File: config.mk
export PLATFORM = sky130hd
export DESIGN_NAME = pipe_ctrl_flat
export DESIGN_NICKNAME = d
export VERILOG_FILES = /design/src/rtl/pipe_ctrl_if.sv /design/src/rtl/pipe_ctrl.sv /design/src/flat_wrapper.sv
export SDC_FILE = /design/constraint.sdc
export NUM_CORES = 1
export LEC_CHECK = 0
export CORE_UTILIZATION = 47
export CTS_CLUSTER_DIAMETER = 100
export CTS_CLUSTER_SIZE = 20
export DETAILED_ROUTE_END_ITERATION = 8
export GPL_ROUTABILITY_DRIVEN = 0
export HOLD_SLACK_MARGIN = 0.15
export PLACE_DENSITY = 0.78
export SYNTH_ARGS = -nofsm -noshare
export SYNTH_HDL_FRONTEND = slang
export SYNTH_SLANG_ARGS = --single-unit
File: constraint.sdc
create_clock -name clk -period 3 [get_ports clk]
set_clock_uncertainty 0.1 [all_clocks]
set_input_delay 0.45 -clock clk [delete_from_list [all_inputs] [get_ports clk]]
set_output_delay 0.45 -clock clk [all_outputs]
set_load 0.01 [all_outputs]
File: src/rtl/pipe_ctrl_if.sv
// Hazard/stall controller bundle: hazard inputs from the pipeline, enable and
// flush controls plus performance counters back to it.
interface pipe_ctrl_if #(
    parameter int REG_W = 4,
    parameter int CNT_W = 16
);
    logic             id_ex_memread;
    logic [REG_W-1:0] id_ex_rd;
    logic [REG_W-1:0] if_id_rs;
    logic [REG_W-1:0] if_id_rt;
    logic             if_id_uses_rt;
    logic             branch_taken;
    logic             halt_id;
    logic             icache_stall;
    logic             dcache_stall;

    logic             pc_wen;
    logic             if_id_wen;
    logic             id_ex_wen;
    logic             ex_mem_wen;
    logic             mem_wb_wen;
    logic             if_id_flush;
    logic             id_ex_bubble;
    logic             halted;
    logic [CNT_W-1:0] stall_cnt;
    logic [CNT_W-1:0] flush_cnt;

    modport master (
        output id_ex_memread, id_ex_rd, if_id_rs, if_id_rt, if_id_uses_rt,
               branch_taken, halt_id, icache_stall, dcache_stall,
        input  pc_wen, if_id_wen, id_ex_wen, ex_mem_wen, mem_wb_wen,
               if_id_flush, id_ex_bubble, halted, stall_cnt, flush_cnt
    );

    modport slave (
        input  id_ex_memread, id_ex_rd, if_id_rs, if_id_rt, if_id_uses_rt,
               branch_taken, halt_id, icache_stall, dcache_stall,
        output pc_wen, if_id_wen, id_ex_wen, ex_mem_wen, mem_wb_wen,
               if_id_flush, id_ex_bubble, halted, stall_cnt, flush_cnt
    );
endinterface

File: src/rtl/pipe_ctrl.sv
// Central hazard/stall controller for the 5-stage pipeline: zero-cycle
// combinational stall response, HLT drain sequencing and saturating counters.
module pipe_ctrl #(
    parameter int REG_W        = 4,
    parameter int DRAIN_CYCLES = 3,
    parameter int CNT_W        = 16
) (
    input  logic        clk,
    input  logic        rst,
    pipe_ctrl_if.slave  bus
);
    localparam int DW = (DRAIN_CYCLES < 2) ? 1 : $clog2(DRAIN_CYCLES + 1);

    typedef enum logic [1:0] {
        ST_RUN    = 2'd0,
        ST_DRAIN  = 2'd1,
        ST_HALTED = 2'd2
    } state_t;

    state_t          state_q, state_d;
    logic [DW-1:0]   drain_q, drain_d;

    logic [REG_W-1:0] ex_rd, id_rs, id_rt;
    logic             luh;

    logic pc_wen_c, if_id_wen_c, id_ex_wen_c, ex_mem_wen_c, mem_wb_wen_c;
    logic if_id_flush_c, id_ex_bubble_c;

    assign ex_rd = bus.id_ex_rd;
    assign id_rs = bus.if_id_rs;
    assign id_rt = bus.if_id_rt;

    // Register 0 is hardwired, so a load targeting it can never create a hazard.
    assign luh = bus.id_ex_memread && (ex_rd != '0) &&
                 ((ex_rd == id_rs) || (bus.if_id_uses_rt && (ex_rd == id_rt)));

    always_comb begin
        state_d        = state_q;
        drain_d        = drain_q;
        pc_wen_c       = 1'b0;
        if_id_wen_c    = 1'b0;
        id_ex_wen_c    = 1'b0;
        ex_mem_wen_c   = 1'b0;
        mem_wb_wen_c   = 1'b0;
        if_id_flush_c  = 1'b0;
        id_ex_bubble_c = 1'b0;

        case (state_q)
            ST_RUN: begin
                if (bus.dcache_stall) begin
                    // full freeze: every enable stays low
                end else if (luh || (bus.icache_stall && bus.branch_taken)) begin
                    // hold the branch in ID until its redirect fetch can start
                    id_ex_bubble_c = 1'b1;
                    id_ex_wen_c    = 1'b1;
                    ex_mem_wen_c   = 1'b1;
                    mem_wb_wen_c   = 1'b1;
                end else if (bus.branch_taken) begin
                    pc_wen_c       = 1'b1;
                    if_id_wen_c    = 1'b1;
                    id_ex_wen_c    = 1'b1;
                    ex_mem_wen_c   = 1'b1;
                    mem_wb_wen_c   = 1'b1;
                    if_id_flush_c  = 1'b1;
                end else if (bus.icache_stall) begin
                    if_id_wen_c    = 1'b1;
                    id_ex_wen_c    = 1'b1;
                    ex_mem_wen_c   = 1'b1;
                    mem_wb_wen_c   = 1'b1;
                    if_id_flush_c  = 1'b1;
                end else if (bus.halt_id) begin
                    id_ex_wen_c    = 1'b1;
                    ex_mem_wen_c   = 1'b1;
                    mem_wb_wen_c   = 1'b1;
                    drain_d        = DW'(DRAIN_CYCLES);
                    state_d        = ST_DRAIN;
                end else begin
                    pc_wen_c       = 1'b1;
                    if_id_wen_c    = 1'b1;
                    id_ex_wen_c    = 1'b1;
                    ex_mem_wen_c   = 1'b1;
                    mem_wb_wen_c   = 1'b1;
                end
            end
            ST_DRAIN: begin
                id_ex_bubble_c = 1'b1;
                id_ex_wen_c    = !bus.dcache_stall;
                ex_mem_wen_c   = !bus.dcache_stall;
                mem_wb_wen_c   = !bus.dcache_stall;
                if (!bus.dcache_stall) begin
                    if (drain_q == DW'(1)) begin
                        state_d = ST_HALTED;
                    end else begin
                        drain_d = drain_q - DW'(1);
                    end
                end
            end
            ST_HALTED: begin
                state_d = ST_HALTED;
            end
            default: begin
                state_d = ST_RUN;
            end
        endcase

        if (rst) begin
            pc_wen_c       = 1'b0;
            if_id_wen_c    = 1'b0;
            id_ex_wen_c    = 1'b0;
            ex_mem_wen_c   = 1'b0;
            mem_wb_wen_c   = 1'b0;
            if_id_flush_c  = 1'b0;
            id_ex_bubble_c = 1'b0;
        end
    end

    always_ff @(posedge clk or posedge rst) begin
        if (rst) begin
            state_q <= ST_RUN;
            drain_q <= '0;
        end else begin
            state_q <= state_d;
            drain_q <= drain_d;
        end
    end

    // Counter 0 tracks PC stalls, counter 1 tracks IF_ID flushes; both freeze once halted.
    logic [1:0]       cnt_inc;
    logic [CNT_W-1:0] cnt_all [2];

    assign cnt_inc[0] = (state_q != ST_HALTED) && !pc_wen_c;
    assign cnt_inc[1] = (state_q != ST_HALTED) && if_id_flush_c;

    generate
        for (genvar gi = 0; gi < 2; gi++) begin : g_cnt
            logic [CNT_W-1:0] cnt_q;
            always_ff @(posedge clk or posedge rst) begin
                if (rst) begin
                    cnt_q <= '0;
                end else if (cnt_inc[gi] && (cnt_q != '1)) begin
                    cnt_q <= cnt_q + CNT_W'(1);
                end
            end
            assign cnt_all[gi] = cnt_q;
        end
    endgenerate

    assign bus.pc_wen       = pc_wen_c;
    assign bus.if_id_wen    = if_id_wen_c;
    assign bus.id_ex_wen    = id_ex_wen_c;
    assign bus.ex_mem_wen   = ex_mem_wen_c;
    assign bus.mem_wb_wen   = mem_wb_wen_c;
    assign bus.if_id_flush  = if_id_flush_c;
    assign bus.id_ex_bubble = id_ex_bubble_c;
    assign bus.halted       = (state_q == ST_HALTED);
    assign bus.stall_cnt    = cnt_all[0];
    assign bus.flush_cnt    = cnt_all[1];
endmodule

File: src/flat_wrapper.sv
// flat-port wrapper written by rule: the top's interface ports become plain ports
module pipe_ctrl_flat 
#(
    parameter int REG_W        = 4,
    parameter int DRAIN_CYCLES = 3,
    parameter int CNT_W        = 16
)
  (clk, rst, bus_id_ex_memread, bus_id_ex_rd, bus_if_id_rs, bus_if_id_rt, bus_if_id_uses_rt, bus_branch_taken, bus_halt_id, bus_icache_stall, bus_dcache_stall, bus_pc_wen, bus_if_id_wen, bus_id_ex_wen, bus_ex_mem_wen, bus_mem_wb_wen, bus_if_id_flush, bus_id_ex_bubble, bus_halted, bus_stall_cnt, bus_flush_cnt);
  pipe_ctrl_if #(.REG_W(REG_W), .CNT_W(CNT_W)) bus_i ();
  input  logic clk;
  input  logic rst;
  input wire logic [$bits(bus_i.id_ex_memread)-1:0] bus_id_ex_memread;
  input wire logic [$bits(bus_i.id_ex_rd)-1:0] bus_id_ex_rd;
  input wire logic [$bits(bus_i.if_id_rs)-1:0] bus_if_id_rs;
  input wire logic [$bits(bus_i.if_id_rt)-1:0] bus_if_id_rt;
  input wire logic [$bits(bus_i.if_id_uses_rt)-1:0] bus_if_id_uses_rt;
  input wire logic [$bits(bus_i.branch_taken)-1:0] bus_branch_taken;
  input wire logic [$bits(bus_i.halt_id)-1:0] bus_halt_id;
  input wire logic [$bits(bus_i.icache_stall)-1:0] bus_icache_stall;
  input wire logic [$bits(bus_i.dcache_stall)-1:0] bus_dcache_stall;
  output wire logic [$bits(bus_i.pc_wen)-1:0] bus_pc_wen;
  output wire logic [$bits(bus_i.if_id_wen)-1:0] bus_if_id_wen;
  output wire logic [$bits(bus_i.id_ex_wen)-1:0] bus_id_ex_wen;
  output wire logic [$bits(bus_i.ex_mem_wen)-1:0] bus_ex_mem_wen;
  output wire logic [$bits(bus_i.mem_wb_wen)-1:0] bus_mem_wb_wen;
  output wire logic [$bits(bus_i.if_id_flush)-1:0] bus_if_id_flush;
  output wire logic [$bits(bus_i.id_ex_bubble)-1:0] bus_id_ex_bubble;
  output wire logic [$bits(bus_i.halted)-1:0] bus_halted;
  output wire logic [$bits(bus_i.stall_cnt)-1:0] bus_stall_cnt;
  output wire logic [$bits(bus_i.flush_cnt)-1:0] bus_flush_cnt;
  assign bus_i.id_ex_memread = bus_id_ex_memread;
  assign bus_i.id_ex_rd = bus_id_ex_rd;
  assign bus_i.if_id_rs = bus_if_id_rs;
  assign bus_i.if_id_rt = bus_if_id_rt;
  assign bus_i.if_id_uses_rt = bus_if_id_uses_rt;
  assign bus_i.branch_taken = bus_branch_taken;
  assign bus_i.halt_id = bus_halt_id;
  assign bus_i.icache_stall = bus_icache_stall;
  assign bus_i.dcache_stall = bus_dcache_stall;
  assign bus_pc_wen = bus_i.pc_wen;
  assign bus_if_id_wen = bus_i.if_id_wen;
  assign bus_id_ex_wen = bus_i.id_ex_wen;
  assign bus_ex_mem_wen = bus_i.ex_mem_wen;
  assign bus_mem_wb_wen = bus_i.mem_wb_wen;
  assign bus_if_id_flush = bus_i.if_id_flush;
  assign bus_id_ex_bubble = bus_i.id_ex_bubble;
  assign bus_halted = bus_i.halted;
  assign bus_stall_cnt = bus_i.stall_cnt;
  assign bus_flush_cnt = bus_i.flush_cnt;
  pipe_ctrl #(.REG_W(REG_W), .DRAIN_CYCLES(DRAIN_CYCLES), .CNT_W(CNT_W)) u_core (.clk(clk), .rst(rst), .bus(bus_i));
endmodule
* Yosys cells after proc, flatten, opt, wreduce, memory -nomap -nowiden
Index checks and enable logic that the tools add are counted.
Storage, ports and cells: memory bits (read-only) 0, word-level logic and storage cells 82, register bits 36, RAM bits 0, latch bits 0, output and inout bits 40, memories kept 0
Cells by class: order comparisons 0, shift operators 0, reductions and logical operators 17, bitwise logic cells 0, multiplexer cells 42, divide/modulo/power cells 0, equality and inequality tests 16, multiply operators 0, add/subtract/negate cells 3
Operators by type and width (count):
- 16-bit by 1-bit adder with 16-bit output, second input constant | 2
- 16-bit != test, second input constant | 2
- 2-bit two-way mux | 14
- 1-bit two-way mux | 24
- 2-bit != test, second input constant | 8
- 4-bit equality test | 2
- 1-bit logical AND | 8
- 8-bit AND reduction | 1
- 7-bit AND reduction | 1
- 2-bit case mux with 3 select lines | 1
- 2-bit by 1-bit equality test with 1-bit output, second input constant | 2
- 1-bit case mux with 2 select lines | 2
- 2-bit case mux with 2 select lines | 1
- 4-bit nonzero test | 1
- 2-bit equality test, second input constant | 1
- 1-bit logical NOT | 2
- 2-bit logical NOT | 1
- 1-bit logical OR | 2
- 2-bit by 1-bit != test with 1-bit output, second input constant | 1
- 2-bit nonzero test | 1
- 2-bit by 1-bit subtractor with 2-bit output, second input constant | 1

* Logic depth before layout (Yosys ltp)
depth after elaboration 12, gate-level depth with buffers 9, gate-level depth less buffers 8

* Worst setup path before layout
Ideal clock, no wire load.
path type reg2reg, start reg u_core.state_q[0], end reg u_core.g_cnt[1].cnt_q[13] (netlist: u_core.bus.flush_cnt[13]), required time 2.821 ns, setup slack 0.577 ns, arrival time 2.244 ns, period minus slack after synthesis 2.423 ns, stages on the path, launching flop included 10, path through dfrtp_1 -> inv_1 -> ha_1 -> or3b_4 -> nand2b_4 -> or3_1 -> or3_1 -> buf_2 -> nor3_4 -> xor2_1
Between the ends: word-level cells in the longest chain between the ends 5, elaborated cells on any way between the ends 6, classes of those cells eq/ne (1); mux (2); reduce/logical (3)
Ends and longest elaborated chain:
- start: declaration | line pipe_ctrl.sv:20 | state_t state_q, state_d;
- start signal: assignment | line pipe_ctrl.sv:122 | state_q <= state_d;
- 2-bit logical NOT | line pipe_ctrl.sv:48 | case (state_q)
- 1-bit two-way mux | line pipe_ctrl.sv:48
- 1-bit two-way mux | line pipe_ctrl.sv:106 | if (rst) begin
- 1-bit logical AND * | line pipe_ctrl.sv:132 | assign cnt_inc[1] = (state_q != ST_HALTED) && if_id_flush_c;
- 1-bit logical AND * | line pipe_ctrl.sv:140 | end else if (cnt_inc[gi] && (cnt_q != '1)) begin
- end signal: assignment | line pipe_ctrl.sv:141 | cnt_q <= cnt_q + CNT_W'(1);
- end: declaration | line pipe_ctrl.sv:136 | logic [CNT_W-1:0] cnt_q;
Every way passes the cells marked *; elsewhere a longest branch is shown, timed or not. A chain may end at the register's enable or synchronous reset.

* Final worst setup path
start in bus_id_ex_rd[1], end out bus_if_id_flush
Between the ends: word-level cells in the longest chain between the ends 9, elaborated cells on any way between the ends 12, classes of those cells eq/ne (2); mux (4); reduce/logical (6)
Ends and longest elaborated chain:
- start: declaration | line flat_wrapper.sv:13 | input wire logic [$bits(bus_i.id_ex_rd)-1:0] bus_id_ex_rd;
- 4-bit equality test | line pipe_ctrl.sv:35 | ((ex_rd == id_rs) || (bus.if_id_uses_rt && (ex_rd == id_rt)));
- 1-bit logical AND | line pipe_ctrl.sv:35
- 1-bit logical OR | line pipe_ctrl.sv:35
- 1-bit logical AND * | line pipe_ctrl.sv:34 | assign luh = bus.id_ex_memread && (ex_rd != '0) &&
- 1-bit logical OR * | line pipe_ctrl.sv:52 | end else if (luh || (bus.icache_stall && bus.branch_taken)) begin
- 1-bit two-way mux * | line pipe_ctrl.sv:52
- 1-bit two-way mux * | line pipe_ctrl.sv:50 | if (bus.dcache_stall) begin
- 1-bit two-way mux * | line pipe_ctrl.sv:48
- 1-bit two-way mux * | line pipe_ctrl.sv:106
- end: declaration | line flat_wrapper.sv:26 | output wire logic [$bits(bus_i.if_id_flush)-1:0] bus_if_id_flush;
Marked as above.

==> out/qor_table.md <==
| Result | Value |
|---|---|
| Status | complete, no violations |
| Detailed-placement wirelength estimate | 3.30 mm |
| CTS H-tree lvls | 2 |
| Unrepaired setup endpoints after global routing | no |
| Relative slew slack | 57.6% |
| Worst Hold Slack | 0.385 ns |
| Share of power burned in registers | 40.4% |
| Proportion of layout cells with a drive suffix above 1 | 11.5% |
| Internal Dissipation | 1.14 mW |
| Number of global-route vias before repair | 1571 |
| Clock edge transition at the registers on the reported setup and hold paths | 0.07 ns |
| Power per Cell Area | 607 nW/um2 |
| Effective utilization at floorplan | 48.9% |
| Largest vdd supply drop | 0.533 mV |
| Category of the worst setup path capture point | output pin |
| Crit Path Category | in -> out |
| Worst path bufs/invs | 3 |
| Signal arrival time at the worst endpoint | 2.36 ns |
| Post-Syn Nets | 212 |
| Average instance area after synthesis | 10.5 um2 |
| Post-placement setup slack | -0.210 ns |
| Origin of the critical flop-to-flop path | u_core.state_q[0]$_DFFE_PP0P_ |
| Total of flip-flops plus latches after synthesis | 36 |
| Cell repeated most along the worst path | sky130_fd_sc_hd__clkdlybuf4s50_1 |
| Maximum number of buffers from clock root to sink | 2 |
| Worst-path maximum fanout | 4 |
| Share of the yosys chip area belonging to registers | 46.1% |
| Total routing usage reported by global routing | 21.3% |
| Synth-to-layout area growth | 42.5% |
| Non-filler instance count after layout | 310 |
| Min-delay src | u_core.bus.stall_cnt[6]$_DFFE_PP0P_ |
| Antenna violation net count after detailed routing | 0 |
| Site Rows | 23 |
| Number of antenna violations at the first check in global routing | 0 |
| Iteration-0 DRC count of the detailed router | 41 |
| Pin count of the biggest net entering global routing | 22 |
| FFs w/ async S/R, synth | 100% |
| Count of TritonRoute iterations in the first routing pass | 4 |
| Max-slew violation count | 0 |
| Final worst setup slack | 0.0892 ns |
| Number of diodes added for antenna fixing | 0 |
| Die height | 66.5 um |
| GRT overflow | 0 |
| Critical Path Source Type | primary input |
| Final setup violation count | 0 |
| Yosys warnings | 0 |
| First-pass GRT wire length | 7.00 mm |
| Series of cell instances along the critical path | clkdlybuf4s50_1 > o41a_1 > nand3_1 > o2bb2ai_2 > buf_4 > nor2_1 > clkdlybuf4s50_1 |
| Residual DRC | 0 |
| DIE AREA | 4420 um2 |
| NumNets Final | 285 |
| Total standard cell area after synthesis | 1960 um2 |
| Top FF cell, synth | sky130_fd_sc_hd__dfrtp_1 |
| Clk pwr share | 20.7% |
| Routed length per placed instance | 13.7 um |
| Hold Fails Final Rpt | 0 |
| Ratio of final minimum period to clock period | 97.0% |
| Critical Path Start | bus_id_ex_rd[1] |
| Net switching component of the power | 0.556 mW |
| Placeable core region | 4000 um2 |
| Number of post-CTS setup repair buffers | 0 |
| Number of cells after detailed placement | 302 |
| TritonCTS clock tree | done |
| I/O pin count | 60 |
| Via density | 5.27 |
| Crit-path leading delay family | buffers and inverters |
| Total CTS buffers | 5 |
| Net switching share of the total power | 32.8% |
| Stage delay of the slowest cell on the critical path | 0.55 ns |
| Count of vias placed by the detailed router | 1633 |
| Register-to-Register Setup Slack | 0.33 ns |
| Transition time at the pin with the least slew margin | 0.636 ns |
| Worst min-delay path class | reg -> reg |
| Final critical delay including setup and external delays | 2.91 ns |
| Aggregate routed wire length | 4.25 mm |
| Maximum achievable frequency | 344 MHz |
| Overall power after layout | 1.69 mW |
| Maximum capacitance violations | 0 |
| Port-buffer cells | 59 |
| Synthesized instance count | 186 |
| Horizontal extent of the die | 66.5 um |
| Insertion delay of the later-clocked pin in the worst-skew pair | 0.29 ns |
| Post-synth cell types | 37 |
| Fraction of power consumed by combinational cells | 38.9% |
| Number of flops mapped to enable cells by yosys | 0 |
| Number of clock sinks | 36 |
| Worst Path Required | 2.45 ns |
| Leakage power of the design | 1.22 nW |
| Clock root buffer | sky130_fd_sc_hd__clkbuf_8 |
| Master of the slowest instance on the critical path | sky130_fd_sc_hd__clkdlybuf4s50_1 |
-- kinds of logic (layout without fill, tap and decap cells) --
logic type      after synthesis  count (layout)  synth area share, %
flops                        36              36                 46.1
mux                           4               4                 2.24
compound gates               13              13                 5.05
fa+ha+maj                     6               6                 3.84
buf+inv                      14              88                 3.20
xor+xnor                     39              39                 17.5
simple gates                 74              74                 22.1
-- through the flow --
step / instance area (um2) / setup TNS (ns) / utilization (%)
after detailed placement: 2690 / -0.429 / 67.3
after floorplan: 1960 / 0 / -
after global routing: 2790 / 0 / 69.7
final: 2790 / 0 / 69.7
after CTS: 2780 / 0 / 69.4
after global placement: 2690 / -0.340 / 67.3
-- cells in the mapped netlist (2+ instances only) --
library cell / number / share of area [%]
sky130_fd_sc_hd__inv_1: 10 / 1.9
sky130_fd_sc_hd__xnor2_1: 27 / 12
sky130_fd_sc_hd__nor4_1: 2 / 0.64
sky130_fd_sc_hd__buf_2: 2 / 0.51
sky130_fd_sc_hd__xor2_1: 12 / 5.4
sky130_fd_sc_hd__nor2b_1: 2 / 0.64
sky130_fd_sc_hd__dfrtp_1: 36 / 46
sky130_fd_sc_hd__nand3_1: 11 / 2.8
sky130_fd_sc_hd__buf_4: 2 / 0.77
sky130_fd_sc_hd__a31oi_1: 2 / 0.64
sky130_fd_sc_hd__and4_1: 4 / 1.8
sky130_fd_sc_hd__nand2b_1: 3 / 0.96
sky130_fd_sc_hd__ha_1: 6 / 3.8
sky130_fd_sc_hd__nand4_1: 10 / 3.2
sky130_fd_sc_hd__mux2_2: 3 / 1.7
sky130_fd_sc_hd__nand2_1: 13 / 2.5
sky130_fd_sc_hd__nor4_2: 2 / 1.3
sky130_fd_sc_hd__nor2_1: 12 / 2.3
sky130_fd_sc_hd__o41a_1: 2 / 1.2
sky130_fd_sc_hd__or3_1: 2 / 0.64
sky130_fd_sc_hd__o21ai_0: 2 / 0.51
sky130_fd_sc_hd__and3_1: 6 / 1.9
-- layout make-up --
cell class                      instances  area, um2
Fill cell                             339       1210
Multi-Input combinational cell        136       1000
Sequential cell                        36        901
Timing Repair Buffer                   70        691
Clock buffer                            8       90.1
Tap cell                               50       62.6
Inverter                               10       37.5
-- power groups by stage --
stage / clock network (mW) / logic [mW] / registers [mW]
2_1_floorplan: 0 / 0.327 / 0.704
3_3_place_gp: 0 / 0.648 / 0.686
3_5_place_dp: 0 / 0.661 / 0.690
4_1_cts: 0.362 / 0.665 / 0.683
5_1_grt: 0.377 / 0.726 / 0.699
6_report: 0.351 / 0.658 / 0.684
-- worst reg2reg max path, stage by stage, from the launching register on --
cell and delay [ns]:
sky130_fd_sc_hd__dfrtp_1 0.41, sky130_fd_sc_hd__inv_1 0.10, sky130_fd_sc_hd__ha_1 0.25, sky130_fd_sc_hd__or3b_4 0.43, sky130_fd_sc_hd__nand2b_4 0.17, sky130_fd_sc_hd__or3_1 0.34, sky130_fd_sc_hd__or3_1 0.45, sky130_fd_sc_hd__nor3_4 0.16
sky130_fd_sc_hd__xor2_1 0.18
-- sequential cells by signal (all words and copies together), names as in the netlist --
| register | count |
|---|---|
| u_core.state_q | 2 |
| u_core.drain_q | 2 |
| u_core.bus.stall_cnt | 16 |
| u_core.bus.flush_cnt | 16 |
-- final timing paths --
check	end	cells past startpoint
hold / removal	u_core.bus.stall_cnt[6]$_DFFE_PP0P_	1
min in group asynchronous	u_core.bus.flush_cnt[14]$_DFFE_PP0P_	3
max in group asynchronous	u_core.drain_q[0]$_DFFE_PP0P_	4
setup reg to reg	u_core.bus.flush_cnt[13]$_DFFE_PP0P_	8
setup / recovery	bus_if_id_flush	7
hold reg to reg	u_core.bus.stall_cnt[6]$_DFFE_PP0P_	1
-- placed cells by master (no fill, tap or decap), types with 3 or more instances in the layout --
cell and count:
sky130_fd_sc_hd__clkdlybuf4s50_1 56, sky130_fd_sc_hd__dfrtp_1 36, sky130_fd_sc_hd__xnor2_1 27, sky130_fd_sc_hd__nand2_1 13
sky130_fd_sc_hd__xor2_1 12, sky130_fd_sc_hd__nor2_1 12, sky130_fd_sc_hd__nand3_1 11, sky130_fd_sc_hd__nand4_1 10
sky130_fd_sc_hd__inv_1 10, sky130_fd_sc_hd__buf_4 9, sky130_fd_sc_hd__and3_1 6, sky130_fd_sc_hd__ha_1 6
sky130_fd_sc_hd__clkbuf_8 6, sky130_fd_sc_hd__and4_1 4, sky130_fd_sc_hd__nor4_2 3, sky130_fd_sc_hd__nand2b_1 3
sky130_fd_sc_hd__mux2_2 3
-- per-layer routing --
layer,GRT usage (%),vias to the layer above,wire (um)
met3,4.79,10,236
met4,9.84,0,89
met5,0,-,0
li1,-,788,-
met1,25.2,784,1770
met2,36.6,51,2160
-- repair_timing --
action | in CTS | in global routing
hold endpoints to repair | 0 | 0
pin swaps | 1 | 1
hold buffers | 0 | 0
setup endpoints to repair | 3 | 3
resized for setup | 3 | 4
No activity file was read; power rests on OpenSTA's default activity.
